`config.mk`:
```
export PLATFORM = sky130hd
export DESIGN_NAME = rf_dump_engine
export DESIGN_NICKNAME = d
export VERILOG_FILES = /design/src/rtl/rf_dump_engine.sv
export SDC_FILE = /design/constraint.sdc
export NUM_CORES = 1
export LEC_CHECK = 0
export BUFFER_PORTS_ARGS = -buffer_cell sky130_fd_sc_hd__buf_2
export CELL_PAD_IN_SITES_DETAIL_PLACEMENT = 2
export CELL_PAD_IN_SITES_GLOBAL_PLACEMENT = 2
export CORE_MARGIN = 2
export CORE_UTILIZATION = 37
export DETAILED_ROUTE_END_ITERATION = 10
export PLACE_DENSITY = 0.86
export SLEW_MARGIN = 0
export SYNTH_ARGS = -nofsm -noshare
export SYNTH_HDL_FRONTEND = slang
export SYNTH_SLANG_ARGS = --single-unit
export TNS_END_PERCENT = 5
```
`constraint.sdc`:
```
create_clock -name clk -period 2.85 [get_ports clk]
set_input_delay 0.285 -clock clk [delete_from_list [all_inputs] [get_ports clk]]
set_output_delay 0.285 -clock clk [all_outputs]
set_load 0.1 [all_outputs]
```
`src/rtl/rf_dump_engine.sv`:
```
// Register-file dump engine: fetches two registers per FETCH and streams them one per beat, holding the payload under backpressure.
// Define RF_DUMP_CHECKSUM_EN to append one XOR-of-all-words beat (index 0, last=1) after the final register.
module rf_dump_engine #(
    parameter int DATA_W   = 32,
    parameter int ADDR_W   = 5,
    parameter int NUM_REGS = 32
) (
    input  logic              clk,
    input  logic              rst,
    input  logic              start,
    output logic [ADDR_W-1:0] rs_addr,
    output logic [ADDR_W-1:0] rt_addr,
    input  logic [DATA_W-1:0] rs_data,
    input  logic [DATA_W-1:0] rt_data,
    output logic              out_valid,
    input  logic              out_ready,
    output logic [DATA_W-1:0] out_data,
    output logic [ADDR_W-1:0] out_index,
    output logic              out_last,
    output logic              busy,
    output logic              done
);

    localparam int PAIR_W = ADDR_W - 1;
    localparam logic [PAIR_W-1:0] LAST_PAIR = PAIR_W'(NUM_REGS / 2 - 1);

`ifdef RF_DUMP_CHECKSUM_EN
    typedef enum logic [2:0] {IDLE, FETCH, SEND_A, SEND_B, DONE, CHK} state_t;
    logic [DATA_W-1:0] acc;
`else
    typedef enum logic [2:0] {IDLE, FETCH, SEND_A, SEND_B, DONE} state_t;
`endif

    state_t            state;
    logic [PAIR_W-1:0] pair;
    logic [DATA_W-1:0] buf_a;
    logic [DATA_W-1:0] buf_b;

    // Both words of a pair are captured on the same FETCH edge so each pair is a coherent snapshot.
    always_ff @(posedge clk or negedge rst) begin
        if (!rst) begin
            state     <= IDLE;
            pair      <= '0;
            rs_addr   <= '0;
            rt_addr   <= ADDR_W'(1);
            out_valid <= 1'b0;
            out_data  <= '0;
            out_index <= '0;
            out_last  <= 1'b0;
            busy      <= 1'b0;
            done      <= 1'b0;
            buf_a     <= '0;
            buf_b     <= '0;
`ifdef RF_DUMP_CHECKSUM_EN
            acc       <= '0;
`endif
        end else begin
            done <= 1'b0;
            case (state)
                IDLE: begin
                    if (start) begin
                        rs_addr <= '0;
                        rt_addr <= ADDR_W'(1);
                        pair    <= '0;
                        busy    <= 1'b1;
                        state   <= FETCH;
`ifdef RF_DUMP_CHECKSUM_EN
                        acc     <= '0;
`endif
                    end
                end
                FETCH: begin
                    buf_a     <= rs_data;
                    buf_b     <= rt_data;
                    out_valid <= 1'b1;
                    out_data  <= rs_data;
                    out_index <= {pair, 1'b0};
                    out_last  <= 1'b0;
                    state     <= SEND_A;
                end
                SEND_A: begin
                    if (out_ready) begin
`ifdef RF_DUMP_CHECKSUM_EN
                        acc      <= acc ^ buf_a;
                        out_last <= 1'b0;
`else
                        out_last <= (pair == LAST_PAIR);
`endif
                        out_data  <= buf_b;
                        out_index <= {pair, 1'b1};
                        state     <= SEND_B;
                    end
                end
                SEND_B: begin
                    if (out_ready) begin
`ifdef RF_DUMP_CHECKSUM_EN
                        acc <= acc ^ buf_b;
`endif
                        if (pair == LAST_PAIR) begin
`ifdef RF_DUMP_CHECKSUM_EN
                            out_data  <= acc ^ buf_b;
                            out_index <= '0;
                            out_last  <= 1'b1;
                            state     <= CHK;
`else
                            out_valid <= 1'b0;
                            out_last  <= 1'b0;
                            busy      <= 1'b0;
                            done      <= 1'b1;
                            state     <= DONE;
`endif
                        end else begin
                            pair      <= pair + PAIR_W'(1);
                            rs_addr   <= rs_addr + ADDR_W'(2);
                            rt_addr   <= rt_addr + ADDR_W'(2);
                            out_valid <= 1'b0;
                            state     <= FETCH;
                        end
                    end
                end
`ifdef RF_DUMP_CHECKSUM_EN
                CHK: begin
                    if (out_ready) begin
                        out_valid <= 1'b0;
                        out_last  <= 1'b0;
                        busy      <= 1'b0;
                        done      <= 1'b1;
                        state     <= DONE;
                    end
                end
`endif
                DONE: begin
                    // start is deliberately not sampled here; it is accepted from the next IDLE cycle.
                    state <= IDLE;
                end
                default: begin
                    state <= IDLE;
                end
            endcase
        end
    end

endmodule

```
* Yosys cells after proc, flatten, opt, wreduce, memory -nomap -nowiden *
Cells that the tools add are included.
Widths: inputs -> output; s select.

word-level totals
  flip-flop bits (word level) = 90
  bits of input ports = 68
  output and inout port bits = 51
  logic and storage cells = 66

cells by class
  add/subtract/negate cells = 3
  equality and inequality tests = 9
  mux-type cells = 32
  reductions and logical operators = 11

operators with widths
  kind                 count
  $pmux 32 s2          1
  $mux 5               7
  $mux 32              1
  $pmux 5 s2           3
  $mux 3               4
  $mux 4               3
  $pmux 3 s4           1
  $reduce_and 4->1     3
  $add 5x2->5 const B  2
  $ne 2x2->1 const B   5
  $mux 1               8
  $pmux 4 s2           1
  $eq 3x2->1 const B   2
  $reduce_bool 2->1    3
  $add 4x1->4 const B  1
  $eq 4x4->1 const B   1
  $pmux 1 s2           2
  $reduce_and 2->1     2
  $eq 3x1->1 const B   1
  $logic_not 3->1      1
  $pmux 1 s3           1
  $reduce_and 3->1     1
  $reduce_bool 3->1    1

* Depth between registers and ports, before layout *
  word-level depth = 4
  gate-level depth with buffers = 5

* Worst setup path after synthesis *
No wires, ideal clock.

  path type = reg2reg
  from = register state[0]
  to = register out_data[1]
  library setup time = 125 ps
  arrival time = 1524 ps
  data required time = 2725 ps
  setup slack = 1200 ps
  cell stages (with the launch flop) = 5
  buffers on the path = 1
  clock period less this slack = 1650 ps
  path through = dfrtp_1 > nor3b_4 > buf_2 > mux2_2 > mux2_2

on the way
  longest elaborated chain between the ends = 3
  elaborated cells between the ends (all ways) = 6

RTL lines
  item                                                              line  source
  from (decl)                                                       34    state_t state;
  from (signal assigned)                                            42    state <= IDLE;
  from (signal assigned)                                            66    state <= FETCH;
  from (signal assigned)                                            79    state <= SEND_A;
  $eq 3x2->1 or $eq 3x1->1 (tied branches)                          59    case (state)
  $ne 2x2->1 (no source line) or $reduce_bool 2->1 (tied branches)  --
  $reduce_and 2->1 (no source line)                                 --
  to (signal assigned)                                              76    out_data <= rs_data;
  to (signal assigned)                                              89    out_data <= buf_b;
  to (decl)                                                         17    output logic [DATA_W-1:0] out_data,

Several ways; a longest one is shown, not always the timed one.
A chain may end at the register's enable or synchronous reset.

* Final worst setup path *
  from = register state[1]
  to = register out_data[15]

The elaborated chain is that of the path after synthesis.

==> flow_summary.toml <==
[setup_path]
critPathLaunchType = "flop"
critPathBufInv = 1
end_kind = "flop"
path_cells = "nor3b_4 > buf_4 > mux2_2 > mux2_2"
critical_path_required_ps = 3090
cpMaxStageDelayCell = "dfrtp_1"
reg2reg_depth = 4
path_delay_family = "multiplexers"
critPathKind = "reg2reg"
critPathArrivalTime_ps = 2330
ff2ff_setup_slack_ps = 760
cpMostUsedCell = "mux2_2"
critPathMaxFanout = 33
reg2reg_from = "state[1]"
max_stage_delay_ps = 610
r2r-end = "out_data[15]"

[timing]
worst_slack_ps = 761
slew_violations = 0
clock.fmax_ghz = 0.479
finalSetupViolations = 0
min_period_ps = 2090
rsz0062_at_grt = "false"
hold_violations = 0
relSlewSlack_pct = 60.1
skew_ps = 8.32
fin_tns_setup_ps = 0
worst_pin_slew_ps = 598
period_share_pct = 73.3

[hold_path]
hold_path.class = "in2reg"
min_path_cells = 2
hold_start = "rt_data[5]"
hold_end = "buf_b[5]"

[outcome]
status = "completed"

[grt]
grt_antenna_before_repair = 0
grt_overflow = 0
grt_pass1_wl_um = 15700
grt_start_max_net_pins = 46
grt_pass1_vias = 3068
grt_usage_pct = 17.5

[yosys]
synth_top_flop_cell = "dfrtp_1"
synth_edf_count = 0
synth_seq_area_share_pct = 55.6
ys_ff_latch = 89
synth_cells = 278
syn_area_um2 = 4010
synthArstFlopShare_pct = 100
synth.avg_cell_area_um2 = 14.4
synth_fp_nets = 349
yosys_warnings = 0
ys_types = 45

[drt]
drc = 0
viasPerCell = 5.01
vias = 2716
drt-initial-drc-count = 43
wl_per_cell_um = 17.9
ant_nets = 0
dr.pass1.iters = 3
wirelength_um = 9710

[place]
place.gp.congestion = 0.738
io_buffers = 117
dpl.cell_count = 526
place_hpwl_um = 7040
place_ws_ps = 748

[floorplanning]
die_x_um = 108
initial_core_util_pct = 37.5
rows = 38
die_h_um = 108
ioPinCount = 119
die_area_um2 = 11700
core_area_um2 = 10700

[cells_and_area]
area_delta_synth_final_pct = 22.2
final_layout_size_suffix_gt1_share_pct = 59.2
diodes = 0
fin_nets = 469
layout_commonest_cell = "buf_2"
final_cell_mix = "buf_2 (116), mux2_2 (95), dfrtp_1 (88)"
fin_cells = 542
n_fill_cell = 1078
final_util_pct = 45.8

[cts]
clk_latency_ps = 350
root_buffer = "clkbuf_8"
cts_tree = "built"
ctsResizeCount = 0
htreeDepth = 3
clock-sinks = 89
clock_path_buffers = 2
path_clk_slew_ps = 90
cts_buffers = 9

[flow_run]
maxCapViolations = 0
[synth_stat cells, drive strengths merged, types with 2 or more instances]
cell type | count | area share [%]
a21boi | 3 | 0.56
a21oi | 3 | 0.66
a22o | 3 | 0.66
a2bb2oi | 2 | 0.44
a31oi | 2 | 0.31
and3 | 2 | 0.31
buf | 14 | 2.9
dfrtp | 88 | 55
ha | 3 | 0.94
inv | 3 | 0.28
mux2 | 100 | 28
mux2i | 3 | 0.75
nand2 | 4 | 0.37
nand2b | 3 | 0.47
nand3 | 6 | 0.75
nand3b | 3 | 0.56
nand4 | 3 | 0.47
nand4b | 2 | 0.59
nor2 | 5 | 0.53
nor2b | 2 | 0.31
nor3 | 2 | 0.25
nor3b | 2 | 0.66
o211ai | 3 | 0.56
o21ai | 4 | 0.78
[how the worst max path moves through the flow]
| stage | startpoint | end | slack (ps) | cells past startpoint |
|---|---|---|---|---|
| final | state[1] | out_data[15] | 760 | 4 |
| after global routing | state[1] | out_data[4] | 630 | 4 |
| after CTS | state[0] | buf_b[0] | 750 | 4 |
| after detailed placement | state[1] | out_data[4] | 750 | 4 |
| after global placement | state[1] | out_data[21] | 830 | 4 |
| after floorplan | state[0] | out_data[1] | 1200 | 4 |
[cell type report]
| type | count | area [um2] | share of cell area [%] |
|---|---|---|---|
| inverters | 3 | 11.3 | 0.230 |
| flip-flops and latches | 89 | 2230 | 45.4 |
| clock buffers | 12 | 145 | 2.96 |
| multi-input cells | 171 | 1660 | 33.8 |
| clock inverters | 3 | 17.5 | 0.357 |
| well taps | 140 | 175 | 3.57 |
| repair buffers | 124 | 668 | 13.6 |
[through the flow]
stage,cell area [um2],hold slack (ps)
CTS,4900,150
detailed placement,4730,329
global route,4900,151
floorplan,4010,-10.6
global placement,4730,323
finish,4900,167
[routing by layer]
metal	up-vias	GRT usage, %	part of all wire [%]
met3	13	3.92	5.0
li1	1243	-	-
met1	1389	21.4	42
met4	0	5.86	1.6
met2	71	30.6	51
met5	-	0	0
[kinds of logic (layout without fill, tap and decap cells)]
family / after synthesis / in the layout / synth area share [%]
flip-flops: 89 / 89 / 55.6
buffers and inverters: 18 / 142 / 3.24
other: 1 / 1 / 0.0935
multiplexers: 103 / 103 / 28.8
adder cells (fa/ha/maj): 3 / 3 / 0.936
AO/OA/AOI/OAI: 25 / 25 / 4.99
AND/OR/NAND/NOR: 39 / 39 / 6.36
[state kept, by name (all words and copies together) (netlist names)]
name	count
done	1
pair	4
out_data	32
state	3
out_last	1
buf_b	32
out_index	5
out_valid	1
busy	1
rt_addr	5
rs_addr	4
[what timing repair did]
item,4_1_cts,5_1_grt
hold buffers,1,0
hold endpoints to repair,44,0
buffers inserted,0,0
Power is not shown: default switching activity piles up to over one toggle a cycle in this logic, so the estimate is an artifact.
